## config.mk

```make
export PLATFORM = sky130hd
export DESIGN_NAME = pulse_stretch_flat
export DESIGN_NICKNAME = d
export VERILOG_FILES = /design/src/rtl/pulse_stretch_if.sv /design/src/rtl/pulse_stretch.sv /design/src/flat_wrapper.sv
export SDC_FILE = /design/constraint.sdc
export NUM_CORES = 1
export LEC_CHECK = 0
export ABC_AREA = 1
export BUFFER_PORTS_ARGS = -buffer_cell sky130_fd_sc_hd__buf_2
export CAP_MARGIN = 40
export CORE_ASPECT_RATIO = 0.8
export CORE_MARGIN = 1.5
export CORE_UTILIZATION = 40
export DETAILED_ROUTE_END_ITERATION = 12
export GPL_TIMING_DRIVEN = 0
export PLACE_DENSITY = 0.6
export SYNTH_ARGS = -nofsm -noshare
export SYNTH_HDL_FRONTEND = slang
export SYNTH_SLANG_ARGS = --single-unit
```

## constraint.sdc

```tcl
create_clock -name clk -period 1.4 [get_ports clk]
set_input_delay 0.21 -clock clk [delete_from_list [all_inputs] [get_ports clk]]
set_output_delay 0.21 -clock clk [all_outputs]
set_load 0.02 [all_outputs]
```

## src/rtl/pulse_stretch_if.sv

```systemverilog
// Request/status bundle for the pulse stretcher.
// pulse_in is a plain level request with no handshake: every rising clock
// edge that samples it high is one request; the status outputs are
// registered and change only on rising clock edges.
interface pulse_stretch_if;
    logic       pulse_in;
    logic       level_out;
    logic       busy;
    logic       pending;
    logic       dropped;
    logic [7:0] drop_cnt;
    logic [1:0] state_dbg;

    // Requester side: drives pulse_in, observes status.
    modport master (
        output pulse_in,
        input  level_out, busy, pending, dropped, drop_cnt, state_dbg
    );

    // Stretcher side.
    modport slave (
        input  pulse_in,
        output level_out, busy, pending, dropped, drop_cnt, state_dbg
    );
endinterface

```

## src/rtl/pulse_stretch.sv

```systemverilog
// Pulse stretcher: each accepted request produces HOLD_CYC cycles of
// level_out high followed by at least GAP_CYC low cycles. One further
// request can be queued while busy; anything beyond that is dropped and
// counted in a saturating 8-bit counter.
module pulse_stretch #(
    parameter int HOLD_CYC = 10,
    parameter int GAP_CYC  = 10,
    parameter int CNT_W    = 16
) (
    input  logic           clk,
    input  logic           rst,
    pulse_stretch_if.slave bus
);

    localparam longint MAX_CNT = (longint'(1) << CNT_W) - 1;

    // Parameter sanity checks, evaluated at elaboration only.
    if ((HOLD_CYC < 1) || (longint'(HOLD_CYC) > MAX_CNT)) begin : g_bad_hold
        $error("pulse_stretch: HOLD_CYC=%0d outside 1..2^CNT_W-1", HOLD_CYC);
    end
    if ((GAP_CYC < 1) || (longint'(GAP_CYC) > MAX_CNT)) begin : g_bad_gap
        $error("pulse_stretch: GAP_CYC=%0d outside 1..2^CNT_W-1", GAP_CYC);
    end

    // Counters count down to zero, so the load is one less than the length.
    localparam logic [CNT_W-1:0] HOLD_LOAD = CNT_W'(HOLD_CYC - 1);
    localparam logic [CNT_W-1:0] GAP_LOAD  = CNT_W'(GAP_CYC - 1);

    typedef enum logic [1:0] {
        IDLE = 2'd0,
        HOLD = 2'd1,
        GAP  = 2'd2
    } state_t;

    state_t           state;
    logic [CNT_W-1:0] cnt;
    logic             level_q;
    logic             busy_q;
    logic             pending_q;
    logic             dropped_q;
    logic [7:0]       drop_cnt_q;

    // FSM, counter and all registered status outputs in one place.
    always_ff @(posedge clk) begin
        if (rst) begin
            state      <= IDLE;
            cnt        <= '0;
            level_q    <= 1'b0;
            busy_q     <= 1'b0;
            pending_q  <= 1'b0;
            dropped_q  <= 1'b0;
            drop_cnt_q <= '0;
        end else begin
            dropped_q <= 1'b0;
            unique case (state)
                IDLE: begin
                    if (bus.pulse_in) begin
                        state   <= HOLD;
                        cnt     <= HOLD_LOAD;
                        level_q <= 1'b1;
                        busy_q  <= 1'b1;
                    end
                end
                HOLD: begin
                    if (cnt == '0) begin
                        state   <= GAP;
                        cnt     <= GAP_LOAD;
                        level_q <= 1'b0;
                    end else begin
                        cnt <= cnt - CNT_W'(1);
                    end
                    // Requests while busy only queue; they never extend HOLD.
                    if (bus.pulse_in) begin
                        if (!pending_q) begin
                            pending_q <= 1'b1;
                        end else begin
                            dropped_q <= 1'b1;
                            if (drop_cnt_q != 8'hFF) drop_cnt_q <= drop_cnt_q + 8'd1;
                        end
                    end
                end
                GAP: begin
                    if (cnt == '0) begin
                        if (pending_q || bus.pulse_in) begin
                            // The queued request is consumed; a request on this
                            // same edge refills the slot instead of dropping.
                            state     <= HOLD;
                            cnt       <= HOLD_LOAD;
                            level_q   <= 1'b1;
                            pending_q <= pending_q && bus.pulse_in;
                        end else begin
                            state  <= IDLE;
                            busy_q <= 1'b0;
                        end
                    end else begin
                        cnt <= cnt - CNT_W'(1);
                        if (bus.pulse_in) begin
                            if (!pending_q) begin
                                pending_q <= 1'b1;
                            end else begin
                                dropped_q <= 1'b1;
                                if (drop_cnt_q != 8'hFF) drop_cnt_q <= drop_cnt_q + 8'd1;
                            end
                        end
                    end
                end
                default: begin
                    state   <= IDLE;
                    level_q <= 1'b0;
                    busy_q  <= 1'b0;
                end
            endcase
        end
    end

    assign bus.level_out = level_q;
    assign bus.busy      = busy_q;
    assign bus.pending   = pending_q;
    assign bus.dropped   = dropped_q;
    assign bus.drop_cnt  = drop_cnt_q;
    assign bus.state_dbg = state;

endmodule

```

## src/flat_wrapper.sv

```systemverilog
// flat-port wrapper written by rule: the top's interface ports become plain ports
module pulse_stretch_flat 
#(
    parameter int HOLD_CYC = 10,
    parameter int GAP_CYC  = 10,
    parameter int CNT_W    = 16
)
  (clk, rst, bus_pulse_in, bus_level_out, bus_busy, bus_pending, bus_dropped, bus_drop_cnt, bus_state_dbg);
  pulse_stretch_if bus_i ();
  input  logic clk;
  input  logic rst;
  input wire logic [$bits(bus_i.pulse_in)-1:0] bus_pulse_in;
  output wire logic [$bits(bus_i.level_out)-1:0] bus_level_out;
  output wire logic [$bits(bus_i.busy)-1:0] bus_busy;
  output wire logic [$bits(bus_i.pending)-1:0] bus_pending;
  output wire logic [$bits(bus_i.dropped)-1:0] bus_dropped;
  output wire logic [$bits(bus_i.drop_cnt)-1:0] bus_drop_cnt;
  output wire logic [$bits(bus_i.state_dbg)-1:0] bus_state_dbg;
  assign bus_i.pulse_in = bus_pulse_in;
  assign bus_level_out = bus_i.level_out;
  assign bus_busy = bus_i.busy;
  assign bus_pending = bus_i.pending;
  assign bus_dropped = bus_i.dropped;
  assign bus_drop_cnt = bus_i.drop_cnt;
  assign bus_state_dbg = bus_i.state_dbg;
  pulse_stretch #(.HOLD_CYC(HOLD_CYC), .GAP_CYC(GAP_CYC), .CNT_W(CNT_W)) u_core (.clk(clk), .rst(rst), .bus(bus_i));
endmodule
```

==> results of run 1 <==
## logic make-up after synthesis
| kind of cell | after synthesis | synth area share |
|---|---|---|
| buf+inv | 46 | 0.0936 |
| compound gates | 27 | 0.0721 |
| simple gates | 194 | 0.460 |
| flops | 30 | 0.304 |
| fa+ha+maj | 7 | 0.0443 |
| xor+xnor | 6 | 0.0266 |
## worst paths after layout
check                               startpoint                                   to  slack [ps]  cells after the start
max                 u_core.cnt[0]$_SDFFE_PP0P_  u_core.bus.drop_cnt[2]$_SDFFE_PP0P_        -200                     12
min                                        rst         u_core.bus.busy$_SDFFE_PP0P_          90                      2
max reg2reg         u_core.cnt[0]$_SDFFE_PP0P_  u_core.bus.drop_cnt[2]$_SDFFE_PP0P_        -200                     12
min reg2reg  u_core.bus.level_out$_SDFFE_PP0P_    u_core.bus.level_out$_SDFFE_PP0P_         450                      2
## through the flow
step                      worst slack, ps  hold WS (ps)
final                                -197          87.6
after global routing                 -310          95.6
after CTS                            -153          88.8
after detailed placement             -244           406
after global placement               -237           399
after floorplan                     -35.7           279
## layout by cell type (no fill, tap or decap), types with 3 or more instances in the layout
master | synthesis | layout
sky130_fd_sc_hd__clkinv_1 | 4 | 4
sky130_fd_sc_hd__nor2_2 | 11 | 13
sky130_fd_sc_hd__nand2_4 | 1 | 4
sky130_fd_sc_hd__nor2_1 | 41 | 37
sky130_fd_sc_hd__inv_1 | 34 | 29
sky130_fd_sc_hd__xor2_1 | 4 | 4
sky130_fd_sc_hd__dfxtp_2 | 0 | 4
sky130_fd_sc_hd__inv_2 | 3 | 6
sky130_fd_sc_hd__a21oi_1 | 20 | 19
sky130_fd_sc_hd__nand3_1 | 23 | 15
sky130_fd_sc_hd__nand4_1 | 7 | 7
sky130_fd_sc_hd__nand2_2 | 6 | 10
sky130_fd_sc_hd__ha_4 | 0 | 3
sky130_fd_sc_hd__nand3_2 | 2 | 9
sky130_fd_sc_hd__buf_6 | 1 | 4
sky130_fd_sc_hd__clkbuf_8 | 0 | 6
sky130_fd_sc_hd__dfxtp_1 | 30 | 24
sky130_fd_sc_hd__nand2_1 | 88 | 81
sky130_fd_sc_hd__nand3b_1 | 5 | 5
sky130_fd_sc_hd__buf_2 | 2 | 17
sky130_fd_sc_hd__nor2_4 | 3 | 5
sky130_fd_sc_hd__buf_4 | 0 | 11
sky130_fd_sc_hd__ha_1 | 7 | 4
## worst max-delay path, delay by kind of cell, from the launching register on
kind,cells,cell delay [ps]
flops,1,340
simple gates,6,570
fa+ha+maj,1,130
buf+inv,4,330
compound gates,1,60
## routing by layer
layer,wire length [um],global-route usage,vias up,share of wire
li1,-,-,1059,-
met1,2640,0.291,888,0.51
met4,68,0.0636,0,0.013
met2,2250,0.320,41,0.43
met3,244,0.0414,8,0.047
met5,0,0,-,0
## state kept, by name, summed over array words and instances (netlist names)
signal / flops
u_core.cnt: 16
u_core.bus.drop_cnt: 8
u_core.bus.state_dbg: 2
u_core.bus.busy: 1
u_core.bus.dropped: 1
u_core.bus.level_out: 1
u_core.bus.pending: 1
## final cells by class
class	count	area [um^2]
Buffer	4	35.0
Clock buffer	7	108
Clock inverter	1	30.0
Fill cell	462	2020
Inverter	42	170
Multi-Input combinational cell	235	1370
Sequential cell	30	613
Tap cell	60	75.1
Timing Repair Buffer	33	262
## repair_timing
action,4_1_cts,5_1_grt
setup buffers,9,7
pin swaps,4,11
resized for setup,12,19
endpoints found under the setup margin,29,30
cloned,0,2
==> reports/summary.md, run 1 <==
Timing
• -197 ps — setup slack of the critical path after layout
• 0 — Final Hold Viols
• 10.6 ps — clk_skew
• 0.666 — slew margin rel.
• 0 — Slew Limit Fails
• 0.626 GHz — Achievable Freq
• -4540 ps — total negative setup slack
• 1600 ps — clock period minus final worst setup slack
• 1.14 — crit share post-route
• 29 — Final setup viols
• 501 ps — Worst Max-Slew Pin Slew
• true — RSZ-0062 raised after global routing

Yosys
• 31 — Synth cell types
• 0.304 — area share of the leading cell type in the synthesized netlist
• 88 x sky130_fd_sc_hd__nand2_1, 41 x sky130_fd_sc_hd__nor2_1, 34 x sky130_fd_sc_hd__inv_1 — list of most frequent post-synthesis cells
• 1980 um^2 — total standard cell area after synthesis
• sky130_fd_sc_hd__dfxtp_1 30%, sky130_fd_sc_hd__nand2_1 17%, sky130_fd_sc_hd__nor2_1 7.8%, sky130_fd_sc_hd__inv_1 6.5%, sky130_fd_sc_hd__nand3_1 5.8% — leading cell types by total area after synthesis
• 310 — synthesized netlist cell count
• 0 — number of enable-type register cells in the synthesized netlist
• sky130_fd_sc_hd__dfxtp_1 — post-synthesis cell type with the largest combined area
• 0 — Yosys warning count
• 320 — net count after synthesis
• sky130_fd_sc_hd__nand2_1 — count leader, synth
• sky130_fd_sc_hd__dfxtp_1 — most instantiated flip-flop cell in the synthesis netlist
• 0 — Async S/R FF share, synth
• 6.38 um^2 — average cell area after synthesis
• 0.304 — fraction of the yosys area taken by sequential cells
• 30 — post-synthesis sequential element count

Global route
• 11 — pin count of the biggest net entering global routing
• 0 — total gr overflow
• 0.208 — GRT Overall Usage
• 8450 um — global-route wire length before repair
• 0 — number of antenna violations at the first check in global routing
• 1775 — via count of the first global-routing pass

Worst setup path
• inv_4, ha_4, inv_2, nor2_2, nand2_2, nor2_4, buf_4, nand3_4, nand2_4, inv_2, nand2_1, a21oi_1 — cell-by-cell listing of the critical path
• sky130_fd_sc_hd__inv_2 — Critical Path Most Common Cell
• reg -> reg — Critical Setup Path Class
• 7 — CP Max Fanout
• sky130_fd_sc_hd__dfxtp_2 — slowest cell on the critical path
• 1750 ps — Data arrival, critical path
• flop — endpoint type of the worst setup path
• 1550 ps — critical path required time
• 340 ps — delay contributed by the slowest stage of the critical path
• flop — type of origin of the critical path

Clock network
• 70 ps — clock edge transition at the registers on the reported setup and hold paths
• sky130_fd_sc_hd__clkbuf_8 — CTS Root Cell
• 5 — TritonCTS buffer count
• 2 — number of buffers between clock root and the deepest sink
• 2 — htree depth
• yes — CTS tree
• 300 ps — insertion delay to the later sink of the worst-skew pair
• 0 — number of buffers inserted by hold repair at cts
• 30 — clock sink count

Route
• 0 — DRC viols
• 4.84 — number of vias per cell
• 12.6 um — final routed wire length divided by cell count
• 0 — remaining antenna violation count after routing
• 5200 um — wire length reported by the detailed router
• 4 — number of detailed-routing iterations run before antenna repair
• 1996 — total number of vias
• 97 — 1st-iter DRT viols

Min path
• in -> reg — worst min-delay path category

Run status
• finished with violations — outcome
• setup timing — violated checks

Floorplan
• 17 — I/O pins
• 65.9 um — vertical die dimension
• 5380 um^2 — die area
• 0.423 — starting utilization of the core area
• 4680 um^2 — placeable core area
• 22 — # rows
• 81.6 um — Die W

Placed design
• 16 — Port-buffer cells
• 2230 um^2 — total cell area at the placement stage
• 386 — placed cells
• 0.862 — placer congestion estimate
• 3430 um — Final HPWL DP

Finish
• 0.569 — post-layout utilization of the core
• 0 — n_diodes
• 0.321 — share of cells above drive strength 1
• 412 — number of non-filler instances in the completed layout
• 34.5% — layout-stage area growth over the synthesis result
• 361 — count of nets after finishing
• 2660 um^2 — fin area

Flow run
• 0 — max-cap violations

Power of run 1 is not shown: default switching activity piles up to over one toggle a cycle in this logic, so the estimate is an artifact.
==> inputs of run 2 (changes only) <==
--- a/config.mk
+++ b/config.mk
@@ -5,7 +5,7 @@
 export SDC_FILE = /design/constraint.sdc
 export NUM_CORES = 1
 export LEC_CHECK = 0
-export ABC_AREA = 1
+export ABC_AREA = 0
 export BUFFER_PORTS_ARGS = -buffer_cell sky130_fd_sc_hd__buf_2
 export CAP_MARGIN = 40
 export CORE_ASPECT_RATIO = 0.8
@@ -13,7 +13,7 @@
 export CORE_UTILIZATION = 40
 export DETAILED_ROUTE_END_ITERATION = 12
 export GPL_TIMING_DRIVEN = 0
-export PLACE_DENSITY = 0.6
+export PLACE_DENSITY = 0.61
 export SYNTH_ARGS = -nofsm -noshare
 export SYNTH_HDL_FRONTEND = slang
 export SYNTH_SLANG_ARGS = --single-unit
==> run 2 against run 1 <==
The flow still finishes with violations (setup timing). Global-route usage is 1.2 points lower. Final cell count is 25% lower. First-iteration DRC count shrank 18%. Synthesized area is 14% lower. Synthesized cell count fell by 37%. Die area decreased by 13%. Core utilization up 7.9 points. Sequential cell count did not move. Via count is 16% lower. Worst setup slack got worse by 310 ps. Worst hold slack gained 160 ps. Critical endpoint is now u_core.cnt[4]$_SDFFE_PP0P_. Largest cell class unchanged. Highest routed layer unchanged.
==> reports/summary.md, run 2 <==
Timing
• 0.525 GHz — Achievable Freq, -16%
• 30 — Final setup viols, +3.4%
• 0 — Final Hold Viols, unchanged
• 1910 ps — clock period minus final worst setup slack, +308 ps
• 584 ps — Worst Max-Slew Pin Slew, +82.8 ps
• -506 ps — setup slack of the critical path after layout, -308 ps
• 7.45 ps — clk_skew, -3.18 ps
• 1.36 — crit share post-route, +0.220
• 0.610 — slew margin rel., -0.0562
• -12670 ps — total negative setup slack, -8130 ps
• true — RSZ-0062 raised after global routing
• 0 — Slew Limit Fails, unchanged

Clock network
• 280 ps — insertion delay to the later sink of the worst-skew pair, -20 ps
• 2 — number of buffers between clock root and the deepest sink, unchanged
• 70 ps — clock edge transition at the registers on the reported setup and hold paths, about the same
• yes — CTS tree
• 2 — htree depth, unchanged
• 5 — TritonCTS buffer count, unchanged
• 30 — clock sink count, unchanged
• sky130_fd_sc_hd__clkbuf_8 — CTS Root Cell
• 0 — number of buffers inserted by hold repair at cts, unchanged

Placed design
• 2960 um — Final HPWL DP, -14%
• -519 ps — pre-CTS setup slack, -274 ps
• 16 — Port-buffer cells, unchanged
• 0.857 — placer congestion estimate, -0.57%

Route
• 1669 — total number of vias, -16%
• 5.40 — number of vias per cell, +11%
• 80 — 1st-iter DRT viols, -18%
• 0 — remaining antenna violation count after routing, unchanged
• 4 — number of detailed-routing iterations run before antenna repair, unchanged
• 15.2 um — final routed wire length divided by cell count, +21%
• 4710 um — wire length reported by the detailed router, -9.4%
• 0 — DRC viols, unchanged

Finish
• 56.9% — layout-stage area growth over the synthesis result
• 23 x sky130_fd_sc_hd__dfxtp_1, 21 x sky130_fd_sc_hd__nor2_1, 20 x sky130_fd_sc_hd__buf_4 — most frequent cells in the layout
• 0.472 — share of cells above drive strength 1, +0.151
• 619 um^2 — Register Area, +1.0%
• u_core.cnt — Most flops, register
• sky130_fd_sc_hd__dfxtp_1 — most common cell after layout, fill and taps aside
• 16 — max reg flops, unchanged
• 0 — n_diodes, unchanged
• 345 — total of fill cells in the finished design, -25%
• 1350 um^2 — area of the multi-input gates, -1.4%
• 262 — count of nets after finishing, -27%

Worst setup path
• reg -> reg — Critical Setup Path Class
• inv_4, ha_4, nor4b_4, buf_4, nand4_4, buf_12, o21ai_4, buf_4, xor2_1, nor2_1 — cell-by-cell listing of the critical path
• 4 — CP Max Fanout, -3
• flop — endpoint type of the worst setup path
• 350 ps — delay contributed by the slowest stage of the critical path, about the same
• sky130_fd_sc_hd__dfxtp_4 — slowest cell on the critical path
• 2080 ps — Data arrival, critical path, +330 ps
• sky130_fd_sc_hd__buf_4 — Critical Path Most Common Cell
• flop — type of origin of the critical path
• 1570 ps — critical path required time, +20 ps

Min path
• in -> reg — worst min-delay path category

Yosys
• sky130_fd_sc_hd__dfxtp_1 — most instantiated flip-flop cell in the synthesis netlist
• sky130_fd_sc_hd__dfxtp_1 35%, sky130_fd_sc_hd__ha_1 5.1%, sky130_fd_sc_hd__nor2_1 5.1%, sky130_fd_sc_hd__xor2_1 3.6%, sky130_fd_sc_hd__a21oi_1 3.2% — leading cell types by total area after synthesis
• 206 — net count after synthesis, -36%
• 196 — synthesized netlist cell count, -37%
• 0 — Yosys warning count, unchanged
• 0.353 — fraction of the yosys area taken by sequential cells, +0.0491
• 30 — post-synthesis sequential element count, unchanged
• sky130_fd_sc_hd__dfxtp_1 — count leader, synth
• 8.69 um^2 — average cell area after synthesis, +36%
• 0.353 — area share of the leading cell type in the synthesized netlist, +0.0491
• 0 — Async S/R FF share, synth, unchanged
• 50 — Synth cell types, +61%
• sky130_fd_sc_hd__dfxtp_1 — post-synthesis cell type with the largest combined area
• 30 x sky130_fd_sc_hd__dfxtp_1, 23 x sky130_fd_sc_hd__nor2_1, 12 x sky130_fd_sc_hd__nand2_1 — list of most frequent post-synthesis cells
• 1700 um^2 — total standard cell area after synthesis, -14%
• 0 — number of enable-type register cells in the synthesized netlist, unchanged

Floorplan
• 0.413 — starting utilization of the core area, -0.00993
• 61.4 um — vertical die dimension, -6.9%
• 21 — # rows, -4.5%
• 4130 um^2 — placeable core area, -12%
• 76.0 um — Die W, -7.0%
• 17 — I/O pins, unchanged
• 4660 um^2 — die area, -13%

Pwr
• 2620 nW/um^2 — power density of the placed cells
• 0.998 nW — Lkg Pwr
• 1.30 mV — maximum vdd ir drop

Run status
• finished with violations — outcome
• setup timing — violated checks

Global route
• 0 — total gr overflow, unchanged
• 0 — number of antenna violations at the first check in global routing, unchanged
• 0.196 — GRT Overall Usage, -0.0119
• 7100 um — global-route wire length before repair, -16%
• 1480 — via count of the first global-routing pass, -17%
• 11 — pin count of the biggest net entering global routing, unchanged

Flow run
• 0 — max-cap violations, unchanged

## run 2: cells by family (layout without fill, tap and decap cells)
| family | after synthesis | count (layout) | share of synthesized area |
|---|---|---|---|
| simple gates | 76 | 76 | 0.252 |
| compound gates | 49 | 49 | 0.213 |
| flops | 30 | 30 | 0.353 |
| buf+inv | 19 | 75 | 0.0522 |
| xor+xnor | 13 | 13 | 0.0669 |
| fa+ha+maj | 7 | 7 | 0.0514 |
| mux | 2 | 2 | 0.0118 |
## run 2: final cells by class
class,instances,share of cell area
buffer,8,0.0309
clock buffer,7,0.0323
inverter,11,0.0192
multi-input combinational,147,0.505
sequential,30,0.232
tap,57,0.0267
timing repair buffer,49,0.154
## run 2: metrics by stage
stage	power (W)	hold slack, ps	util	std cells	instance area [um^2]
2_1_floorplan	0.00381	344	-	196	1940
3_3_place_gp	0.00429	497	0.507	269	2090
3_5_place_dp	0.00435	496	0.507	269	2090
4_1_cts	0.00608	244	0.597	298	2460
5_1_grt	0.00741	263	0.648	309	2670
6_report	0.00700	246	0.648	309	2670
## run 2: final timing paths
| check | start | endpoint | slack, ps | depth (start not counted) |
|---|---|---|---|---|
| worst min register to register | u_core.bus.busy$_SDFFE_PP0P_ | u_core.bus.busy$_SDFFE_PP0P_ | 510 | 2 |
| worst max register to register | u_core.cnt[1]$_SDFFE_PP0P_ | u_core.cnt[4]$_SDFFE_PP0P_ | -510 | 10 |
| worst min-delay path | bus_pulse_in | u_core.bus.dropped$_SDFF_PP0_ | 250 | 3 |
| worst max-delay path | u_core.cnt[1]$_SDFFE_PP0P_ | u_core.cnt[4]$_SDFFE_PP0P_ | -510 | 10 |
## run 2: layer usage
layer	GRT usage	up-vias	part of all wire
li1	-	824	-
met1	0.268	812	0.48
met2	0.319	28	0.48
met3	0.0415	5	0.034
met4	0.0635	0	0.0083
met5	0	-	0
## run 2: power by group
| group | leakage [nW] | internal (W) | switching [W] |
|---|---|---|---|
| Clock | 0.0443 | 0.000389 | 0.000316 |
| Sequential | 0.248 | 0.00107 | 0.000308 |
| Combinational | 0.706 | 0.00256 | 0.00235 |
## run 2: worst max-delay path: cells and delay by family, from the launching register on
kind	cells	cell delay (ps)
AND/OR/NAND/NOR	3	450
adder cells (fa/ha/maj)	1	130
AO/OA/AOI/OAI	1	140
flip-flops	1	350
XOR/XNOR	1	140
buffers and inverters	4	600
## run 2: timing repair
item                       CTS  global route
pin swaps                   11            25
cloned                       1             0
setup buffers               21            11
hold endpoints to repair     0             0
setup endpoints to repair   30            30
resized for setup           18            26
(Power assumes the default switching activity.)
